--- src/rtl/lut_12bit_1s.sv ---
// lut_12bit_1s: registered 12-bit population counter.
// Three identical nibble lookup tables feed a 3-input adder; the sum is
// registered under in_valid. Optional zero/full flags are built only when
// the macro LUT_12BIT_1S_FLAGS_EN is defined.
module lut_12bit_1s (
  input  logic        clk,
  input  logic        rst,
  input  logic        in_valid,
  input  logic [11:0] bits,
  output logic [3:0]  count,
  output logic        out_valid
`ifdef LUT_12BIT_1S_FLAGS_EN
  ,
  output logic        is_zero,
  output logic        is_full
`endif
);

  // 16-entry constant table: number of set bits in a 4-bit index (0..4).
  function automatic logic [2:0] nibble_lut(input logic [3:0] idx);
    logic [2:0] val;
    case (idx)
      4'h0: val = 3'd0;
      4'h1: val = 3'd1;
      4'h2: val = 3'd1;
      4'h3: val = 3'd2;
      4'h4: val = 3'd1;
      4'h5: val = 3'd2;
      4'h6: val = 3'd2;
      4'h7: val = 3'd3;
      4'h8: val = 3'd1;
      4'h9: val = 3'd2;
      4'hA: val = 3'd2;
      4'hB: val = 3'd3;
      4'hC: val = 3'd2;
      4'hD: val = 3'd3;
      4'hE: val = 3'd3;
      default: val = 3'd4;
    endcase
    return val;
  endfunction

  logic [2:0] pop_lo;
  logic [2:0] pop_mid;
  logic [2:0] pop_hi;
  logic [3:0] pop_sum;

  // Look up each nibble and add; the total tops out at 12 so 4 bits never overflow.
  always_comb begin
    pop_lo  = nibble_lut(bits[3:0]);
    pop_mid = nibble_lut(bits[7:4]);
    pop_hi  = nibble_lut(bits[11:8]);
    pop_sum = {1'b0, pop_lo} + {1'b0, pop_mid} + {1'b0, pop_hi};
  end

  // Result register: loads the sum only on a valid capture, otherwise holds.
  always_ff @(posedge clk or posedge rst) begin
    if (rst) begin
      count <= 4'd0;
    end else if (in_valid) begin
      count <= pop_sum;
    end
  end

  // Valid register: follows in_valid every edge, giving a one-cycle strobe per capture.
  always_ff @(posedge clk or posedge rst) begin
    if (rst) begin
      out_valid <= 1'b0;
    end else begin
      out_valid <= in_valid;
    end
  end

`ifdef LUT_12BIT_1S_FLAGS_EN
  // Flag registers: decoded from the same sum and enabled exactly like count.
  always_ff @(posedge clk or posedge rst) begin
    if (rst) begin
      is_zero <= 1'b1;
      is_full <= 1'b0;
    end else if (in_valid) begin
      is_zero <= (pop_sum == 4'd0);
      is_full <= (pop_sum == 4'd12);
    end
  end
`endif

endmodule

--- config.mk ---
export PLATFORM = sky130hd
export DESIGN_NAME = lut_12bit_1s
export DESIGN_NICKNAME = d
export VERILOG_FILES = /design/src/rtl/lut_12bit_1s.sv
export SDC_FILE = /design/constraint.sdc
export NUM_CORES = 1
export LEC_CHECK = 0
export BUFFER_PORTS_ARGS = -buffer_cell sky130_fd_sc_hd__buf_2
export CAP_MARGIN = 10
export CORE_MARGIN = 2
export CORE_UTILIZATION = 43
export DETAILED_ROUTE_END_ITERATION = 7
export PLACE_DENSITY = 0.69
export SETUP_SLACK_MARGIN = 0.2
export SLEW_MARGIN = 0
export SYNTH_ARGS = -nofsm -noshare
export SYNTH_HDL_FRONTEND = slang
export SYNTH_SLANG_ARGS = --single-unit
export TNS_END_PERCENT = 100
--- constraint.sdc ---
create_clock -name clk -period 1 [get_ports clk]
set_input_delay 0.25 -clock clk [delete_from_list [all_inputs] [get_ports clk]]
set_output_delay 0.25 -clock clk [all_outputs]
set_load 0.03 [all_outputs]
Word-level counts from Yosys, hierarchy flattened
Memories as Yosys holds them, arrays and structs flattened.
Index checks and enable logic that the tools add are counted.
Widths: inputs -> output; s select.

storage, ports and cells
  register bits after elaboration = 5
  memory bits (read-only) = 144
  input port bits = 15
  output and inout bits = 5
  logic and storage cells = 7
  memories kept = 3

operators by class
  add/subtract/negate cells = 2

memories
  name             depth  width  read ports  clocked after memory_dff  write ports  RTL line  RTL
  (no name shown)  16     3      1           0                         0            22        case (idx)
  (no name shown)  16     3      1           0                         0            22
  (no name shown)  16     3      1           0                         0            22

operators with widths
  operator     number
  $add 3x3->4  1
  $add 4x3->4  1

Longest topological paths before layout
Gate-level depths: netlist (run 1).
An unclocked memory read counts as a cell.

  depth after elaboration = 3
  gate-level depth with buffers = 12
  gate-level depth less buffers = 12

Least setup slack after synthesis (run 1)
OpenSTA, ideal clock, no wires.

  kind = input-to-reg
  from = input bits[0]
  to = register count[2]
  setup time = 77 ps
  data arrival time = 2186 ps
  setup slack = -1264 ps
  stages = 11
  buffers on the path = 0
  cell sequence = inv_1 -> ha_1 -> mux2_1 -> nand2_1 -> o21ai_1 -> fa_1 -> inv_1 -> ha_1 -> inv_1 -> fa_1 -> a21oi_1

between the ends
  cells in the longest elaborated chain, start to end = 3

ends and longest elaborated chain
  element                 RTL line  RTL
  start: declaration      9         input logic [11:0] bits,
  $mem_v2 16x3            n/a
  $add 3x3->4             53        pop_sum = {1'b0, pop_lo} + {1'b0, pop_mid} + {1'b0, pop_hi};
  $add 4x3->4             53
  end signal: assignment  61        count <= pop_sum;
  end: declaration        10        output logic [3:0] count,

Every way passes these cells.
A chain may end at the register's enable or synchronous reset.

Final worst setup path (run 1)
Same ends and word-level chain as after synthesis.

==> run metrics, run 1 <==
outcome finished with violations; failing checks setup timing; register area share after synthesis 21.5%; Port Buffers 19; Core Util, Final 83.0%; # fillers 76; mux contribution to synthesized area 13.5%; Post-Synth XOR/XNOR Area 10.5%; PnR worst setup slack -1.04 ns; io pins 20; Clock Latency Late Sink 0.24 ns; Post-Route WL 1.15 mm; Power Internal 949 µW; H-Tree Depth 1; TritonCTS clock tree yes; GRT Total Usage 17.0%; Synth Warn # 0; largest net degree at the start of global routing 8; RePlAce Congestion 0.691; CP Capture Type flip-flop; Slew HR 86.7%; CP Data Required Time 1.18 ns; f_max 489 MHz; synth top area cells dfrtp_1, ha_1, fa_1; die width 40.8 µm; # setup viols final 8; FF+latch count, synth 5; initial antenna violation count 0; Tcrit/Tclk final 204%; first-pass GRT wire length 1.81 mm; Worst EP arrival 2.22 ns; Max-Cap Viols 0; Clk pwr share 16.1%; setup_tns -3.49 ns; pwr/cell area 1410 mW/mm²; Synth Area in Adders 35.3%; via count 497; worst slew pin tran 0.195 ns; Overflow after GRT 0; crit path max fanout 3; RSZ-0062 raised after global routing yes; DRC viols 0; via-per-instance ratio 4.69; share of layout cells above drive strength 1 69.2%; sequential power share 21.1%; Layout area overhead 83.2%; total core area 0.00128 mm²; Synth area leader dfrtp_1; final worst path period need 2.04 ns; Root Driver clkbuf_4; Switching Fraction 37.1%; Post-Synth Simple-Gate Area 5.81%; Initial Util 45.3%; Clock Path Buffers 2; Net Sw Power 559 µW; Synth Area per Inst 10.0 µm²; max-slew violations 0; TritonRoute pass-1 iters 3; Final HPWL DP 915 µm; CTS clk-pin slew, worst paths 0.05 ns; Net Count, Synth 87; Max VDD drop 921 µV; CTS buffer count 3; final hold violations 0; Compound-Gate Fraction of Synth Area 6.24%; Netlist Area Pre-Place 582 µm²; largest family of logic cells by synthesized area adder cells; leakage power 0.000492 µW; Chip Height 40.8 µm; nets@finish 121; post-synth top area share 21.5%; CP Class in -> reg; vias in the first global route 474; n_diodes 0; Syn Inst Count 58; remaining antenna violation count 0; startpoint types input port; die area 0.00166 mm²; Worst Skew 0 ns; path category of the worst min-delay check in -> reg; Clock Sinks 5; Initial DRC Count 6; WL per Instance 10.9 µm; Site Rows 13; post-synthesis cell type count 15; combinational power share 62.9%
## final cells by class
cell class | instances | area (µm²) | share of cell area (%)
Sequential cell | 5 | 125 | 11.7
Multi-Input combinational cell | 42 | 564 | 52.9
Timing Repair Buffer | 29 | 255 | 23.9
Tap cell | 15 | 18.8 | 1.76
Inverter | 11 | 76.3 | 7.16
Clock buffer | 4 | 26.3 | 2.46
## layer usage
metal / vias up / GRT usage, % / share of wire [%]
li1: 253 / - / -
met1: 230 / 17.1 / 39
met2: 14 / 32.8 / 56
met3: 0 / 8.15 / 5.0
met4: 0 / 0 / 0
met5: - / 0 / 0
## repair_timing
action | 4_1_cts | 5_1_grt
endpoints found under the setup margin | 9 | 9
gates resized for setup | 34 | 5
setup buffers | 3 | 1
endpoints found under the hold margin | 5 | 0
pin swaps | 8 | 3
hold buffers | 1 | 0
## power by group through the flow
stage | logic [µW] | clock network, µW | registers [µW]
6_report | 948 | 242 | 318
3_5_place_dp | 690 | 0 | 308
2_1_floorplan | 342 | 0 | 446
5_1_grt | 1040 | 269 | 330
4_1_cts | 923 | 242 | 316
3_3_place_gp | 671 | 0 | 306
## kinds of logic (layout without fill, tap and decap cells)
| logic type | Yosys count | after routing |
|---|---|---|
| AOI/OAI and AO/OA | 6 | 6 |
| buffers and inverters | 11 | 44 |
| DFF | 5 | 5 |
| and+or+nand+nor | 8 | 8 |
| adders and majority gates | 14 | 14 |
| muxes | 7 | 7 |
| xor gates and xnor gates | 7 | 7 |
## critical path, stage by stage
cell,delay (ns)
buf_8,0.09
inv_4,0.03
ha_4,0.14
mux2_4,0.27
nand2_2,0.06
o21ai_2,0.06
fa_1,0.55
inv_2,0.05
ha_4,0.15
inv_2,0.04
fa_2,0.42
a21oi_2,0.12
## cell usage after synthesis
library cell  instances
a211oi_1              1
a21oi_1               3
dfrtp_1               5
fa_1                  4
ha_1                 10
inv_1                11
mux2_1                3
mux2_4                1
mux2i_1               3
nand2_1               2
nand3_1               3
nor2_1                3
o21ai_1               1
o21ai_2               1
xnor2_1               7
## flip-flops by register name, indices dropped and copies added, names as in the netlist
name       count
count          4
out_valid      1
## final timing paths
kind                                 startpoint              endpoint  slack [ns]  cells past startpoint
setup / recovery                        bits[0]  count[2]$_DFFE_PP0P_       -1.04                     12
hold / removal                         in_valid   out_valid$_DFF_PP0_        0.24                      1
setup reg to reg           count[3]$_DFFE_PP0P_  count[3]$_DFFE_PP0P_        0.06                      4
hold reg to reg            count[2]$_DFFE_PP0P_  count[2]$_DFFE_PP0P_        0.55                      2
max in group asynchronous                   rst  count[0]$_DFFE_PP0P_        0.36                      3
min in group asynchronous                   rst  count[2]$_DFFE_PP0P_        0.47                      3
## through the flow
step | area, µm² | hold slack, ns | power, µW | worst slack, ns | cells
floorplan | 694 | 0.0285 | 788 | -1.15 | 58
global placement | 846 | 0.150 | 978 | -1.41 | 97
detailed placement | 846 | 0.158 | 998 | -1.44 | 97
CTS | 1030 | 0.225 | 1480 | -1.07 | 105
global route | 1070 | 0.226 | 1630 | -1.12 | 106
finish | 1070 | 0.240 | 1510 | -1.04 | 106
## cells in the final DEF (no fill, tap or decap), drive strengths merged, types with 4 or more instances in the layout
| cell | Yosys | layout |
|---|---|---|
| xnor2 | 7 | 7 |
| ha | 10 | 10 |
| dfrtp | 5 | 5 |
| clkbuf | 0 | 4 |
| inv | 11 | 11 |
| buf | 0 | 28 |
| fa | 4 | 4 |
| mux2 | 4 | 4 |
Power figures use the tool's default switching activity.
==> inputs of run 2 (changes only) <==
Settings changed: TNS_END_PERCENT 100 to 30.
==> run metrics, run 2 (synthesized netlist as in run 1, its figures left out) <==
Overflow after GRT 0; final worst path period need 2.07 ns; initial antenna violation count 0; DRC viols 0; Post-Route WL 1.27 mm; remaining antenna violation count 0; TritonCTS clock tree yes; end of the critical path count[2]$_DFFE_PP0P_; worst slew pin tran 0.251 ns; via-per-instance ratio 4.72; CTS clk-pin slew, worst paths 0.04 ns; Clock Latency Late Sink 0.24 ns; CP Capture Type flip-flop; WL per Instance 12.2 µm; crit path from bits[9]; n_diodes 0; Root Driver clkbuf_4; Layout Cell Area excl Fill 985 µm²; Clock Sinks 5; busiest grt layer met2; Worst Skew 0 ns; RR Endpoint count[0]$_DFFE_PP0P_; most common cell after layout, fill and taps aside buf_2; hold_ws 0.219 ns; Chip Height 40.8 µm; io pins 20; pwr/cell area 1360 mW/mm²; setup_tns -3.65 ns; worst r2r path cells 1; # setup viols final 8; largest net degree at the start of global routing 8; total core area 0.00128 mm²; startpoint types input port; crit path max fanout 3; vias in the first global route 515; reg2reg setup slack 0.21 ns; nets@finish 119; CTS buffer count 3; die width 40.8 µm; max-slew violations 0; RePlAce Congestion 0.672; CP Class in -> reg; Max VDD drop 581 µV; PnR worst setup slack -1.07 ns; leakage power 0.000450 µW; share of layout cells above drive strength 1 58.4%; met2 GRT Util 34.4%; # fillers 90; Most flops, register count; outcome finished with violations; die area 0.00166 mm²; most frequent cells in the layout buf_2, xnor2_1, buf_6, buf_4, inv_1; Final HPWL DP 974 µm; failing checks setup timing; max reg flops 4; Site Rows 13; Tcrit/Tclk final 207%; TritonRoute pass-1 iters 2; Layout area overhead 69.2%; Max-Cap Viols 0; Clock Path Buffers 2; first-pass GRT wire length 1.81 mm; placed inst area 811 µm²; path category of the worst min-delay check in -> reg; GRT met1 Usage 14.9%; via count 491; final hold violations 0; Port Buffers 19; Initial Util 45.3%; Slew HR 82.8%; H-Tree Depth 1; Largest regs count (4), out_valid (1); Initial DRC Count 2; GRT Total Usage 17.0%; CP Data Required Time 1.17 ns; Worst EP arrival 2.24 ns; Crit Reg-Reg Startpoint count[0]$_DFFE_PP0P_; Pwr Total 1340 µW; f_max 483 MHz; RSZ-0062 raised after global routing yes; grt met3 use 1.63%
## run 2: final cells by class
type	instances	area (µm²)	area share (%)
Multi-Input combinational cell	42	504	51.2
Timing Repair Buffer	27	246	25.0
Sequential cell	5	125	12.7
Inverter	11	63.8	6.48
Clock buffer	4	26.3	2.67
Tap cell	15	18.8	1.91
## run 2: through the flow
stage | worst slack [ns] | utilization, % | std cells
finish | -1.07 | 76.6 | 104
global placement | -1.41 | 63.1 | 99
CTS | -1.07 | 72.4 | 104
floorplan | -1.16 | - | 58
global route | -1.12 | 76.6 | 104
detailed placement | -1.45 | 63.1 | 99
## run 2: how the worst min path moves through the flow
stage | start | end | cells after the start
final | in_valid | out_valid$_DFF_PP0_ | 1
after global routing | in_valid | out_valid$_DFF_PP0_ | 1
after CTS | in_valid | out_valid$_DFF_PP0_ | 1
after detailed placement | rst | count[2]$_DFFE_PP0P_ | 2
after global placement | rst | out_valid$_DFF_PP0_ | 2
after floorplan | rst | count[0]$_DFFE_PP0P_ | 1
## run 2: worst max-delay path, stage by stage
cell and delay [ns]:
buf_6 0.08, inv_1 0.04, ha_2 0.19, mux2i_1 0.22, a21oi_2 0.11, fa_1 0.53, inv_1 0.06, ha_4 0.15
inv_2 0.04, fa_2 0.42, a21oi_2 0.13
## run 2: per-layer routing
| layer | wire (µm) | share of wire, % |
|---|---|---|
| met1 | 416 | 33 |
| met2 | 769 | 61 |
| met3 | 48 | 3.8 |
| met4 | 36 | 2.8 |
| met5 | 0 | 0 |
## run 2: power by group
group | switching (µW) | internal [µW]
clock network | 81.8 | 151
logic | 379 | 402
registers | 53.1 | 272
## run 2: timing repair
action / 4_1_cts / 5_1_grt
gates resized for setup: 25 / 12
pin swaps: 5 / 4
hold endpoints to repair: 5 / 0
setup buffers: 0 / 0
setup endpoints to repair: 9 / 9
hold buffers: 1 / 0
==> inputs of run 3 (changes only) <==
Settings changed: CELL_PAD_IN_SITES_DETAIL_PLACEMENT set to 1, CELL_PAD_IN_SITES_GLOBAL_PLACEMENT set to 1, CORE_ASPECT_RATIO set to 1.2, CORE_UTILIZATION 43 to 35, PLACE_DENSITY 0.69 to 0.74.
==> run metrics, run 3 (synthesized netlist as in run 1, its figures left out) <==
# setup viols final 8; Post-Route WL 1.17 mm; path category of the worst min-delay check in -> reg; Worst Skew 0 ns; io pins 20; grt met3 use 1.38%; Root Driver clkbuf_4; Crit path max-delay family adder cells; # fillers 172; Port Buffers 19; startpoint types input port; first-pass GRT wire length 1.96 mm; met2 GRT Util 27.3%; Initial DRC Count 0; die width 41.2 µm; Clock Path Buffers 2; via-per-instance ratio 4.77; outcome finished with violations; Initial Util 36.3%; busiest grt layer met2; CP Capture Type flip-flop; die area 0.00201 mm²; remaining antenna violation count 0; Crit path largest cell delay 0.55 ns; Layout area overhead 61.1%; most frequent cells in the layout buf_2, xnor2_1, buf_6; Chip Height 48.7 µm; worst path cell trace buf_8 > inv_4 > ha_4 > mux2_4 > nand2_2 > o21ai_2 > fa_1 > inv_2 > ha_4 > inv_2 > fa_2 > a21oi_2; H-Tree Depth 1; Core Util, Final 58.5%; GRT met1 Usage 12.4%; via count 501; leakage power 0.000432 µW; Worst EP arrival 2.23 ns; Max VDD drop 533 µV; share of layout cells above drive strength 1 56.3%; RePlAce Congestion 0.752; f_max 488 MHz; CP Data Required Time 1.18 ns; Clock Latency Late Sink 0.25 ns; DRC viols 0; Overflow after GRT 0; max reg flops 4; max-slew violations 0; largest net degree at the start of global routing 8; worst slew pin tran 0.222 ns; Site Rows 16; Most flops, register count; crit path max fanout 3; hold_ws 0.212 ns; Final HPWL DP 1.04 mm; pwr/cell area 1430 mW/mm²; GRT Total Usage 14.5%; PnR worst setup slack -1.05 ns; Tcrit/Tclk final 205%; CTS clk-pin slew, worst paths 0.04 ns; vias in the first global route 553; Clock Sinks 5; WL per Instance 11.2 µm; final hold violations 0; worst path bufs/invs 4; CTS buffer count 3; RSZ-0062 raised after global routing yes; TritonRoute pass-1 iters 1; nets@finish 117; total core area 0.00160 mm²; Slew HR 85.1%; Max-Cap Viols 0; most common cell after layout, fill and taps aside buf_2; Slowest cell on crit path fa_1; Largest regs count (4), out_valid (1); TritonCTS clock tree yes; failing checks setup timing; final worst path period need 2.05 ns; initial antenna violation count 0; CP Class in -> reg; n_diodes 0
[run 3: worst paths after layout]
check                                            end            startpoint  cells after the start  slack, ns
worst max-delay path            count[2]$_DFFE_PP0P_               bits[1]                     12      -1.05
worst min-delay path             out_valid$_DFF_PP0_              in_valid                      1       0.21
worst max register to register  count[0]$_DFFE_PP0P_  count[0]$_DFFE_PP0P_                      1       0.21
worst min register to register  count[0]$_DFFE_PP0P_  count[0]$_DFFE_PP0P_                      1       0.52
max in group asynchronous       count[1]$_DFFE_PP0P_                   rst                      3       0.38
min in group asynchronous       count[3]$_DFFE_PP0P_                   rst                      3       0.45
[run 3: layer usage]
metal	wire length [µm]	vias up	share of wire [%]
li1	-	243	-
met1	349	240	30
met2	740	15	63
met3	51	3	4.3
met4	31	0	2.6
met5	0	-	0
[run 3: stage by stage]
step | instances | TNS [ns] | setup WS [ns] | area, µm² | total power (µW)
after floorplan | 58 | -3.99 | -1.16 | 644 | 710
after global placement | 100 | -4.99 | -1.42 | 800 | 896
after detailed placement | 100 | -5.17 | -1.46 | 800 | 923
after CTS | 105 | -3.88 | -1.06 | 915 | 1310
after global routing | 105 | -4.14 | -1.12 | 937 | 1470
final | 105 | -3.65 | -1.05 | 937 | 1340
[run 3: final cells by class]
cell class / instances / area (µm²) / share of cell area [%]
Multi-Input combinational cell: 42 / 489 / 52.2
Timing Repair Buffer: 25 / 210 / 22.4
Sequential cell: 5 / 125 / 13.4
Inverter: 11 / 63.8 / 6.81
Clock buffer: 4 / 26.3 / 2.80
Tap cell: 18 / 22.5 / 2.40
[run 3: repair_timing]
action | CTS | global route
buffers inserted | 0 | 0
hold endpoints to repair | 5 | 0
endpoints found under the setup margin | 9 | 9
hold buffers | 1 | 0
resized for setup | 23 | 5
pin swaps | 4 | 3
[run 3: report_power, final]
part	switching, µW	total [µW]	internal [µW]
Combinational	378	773	395
Sequential	47.1	319	272
Clock	92.2	244	151
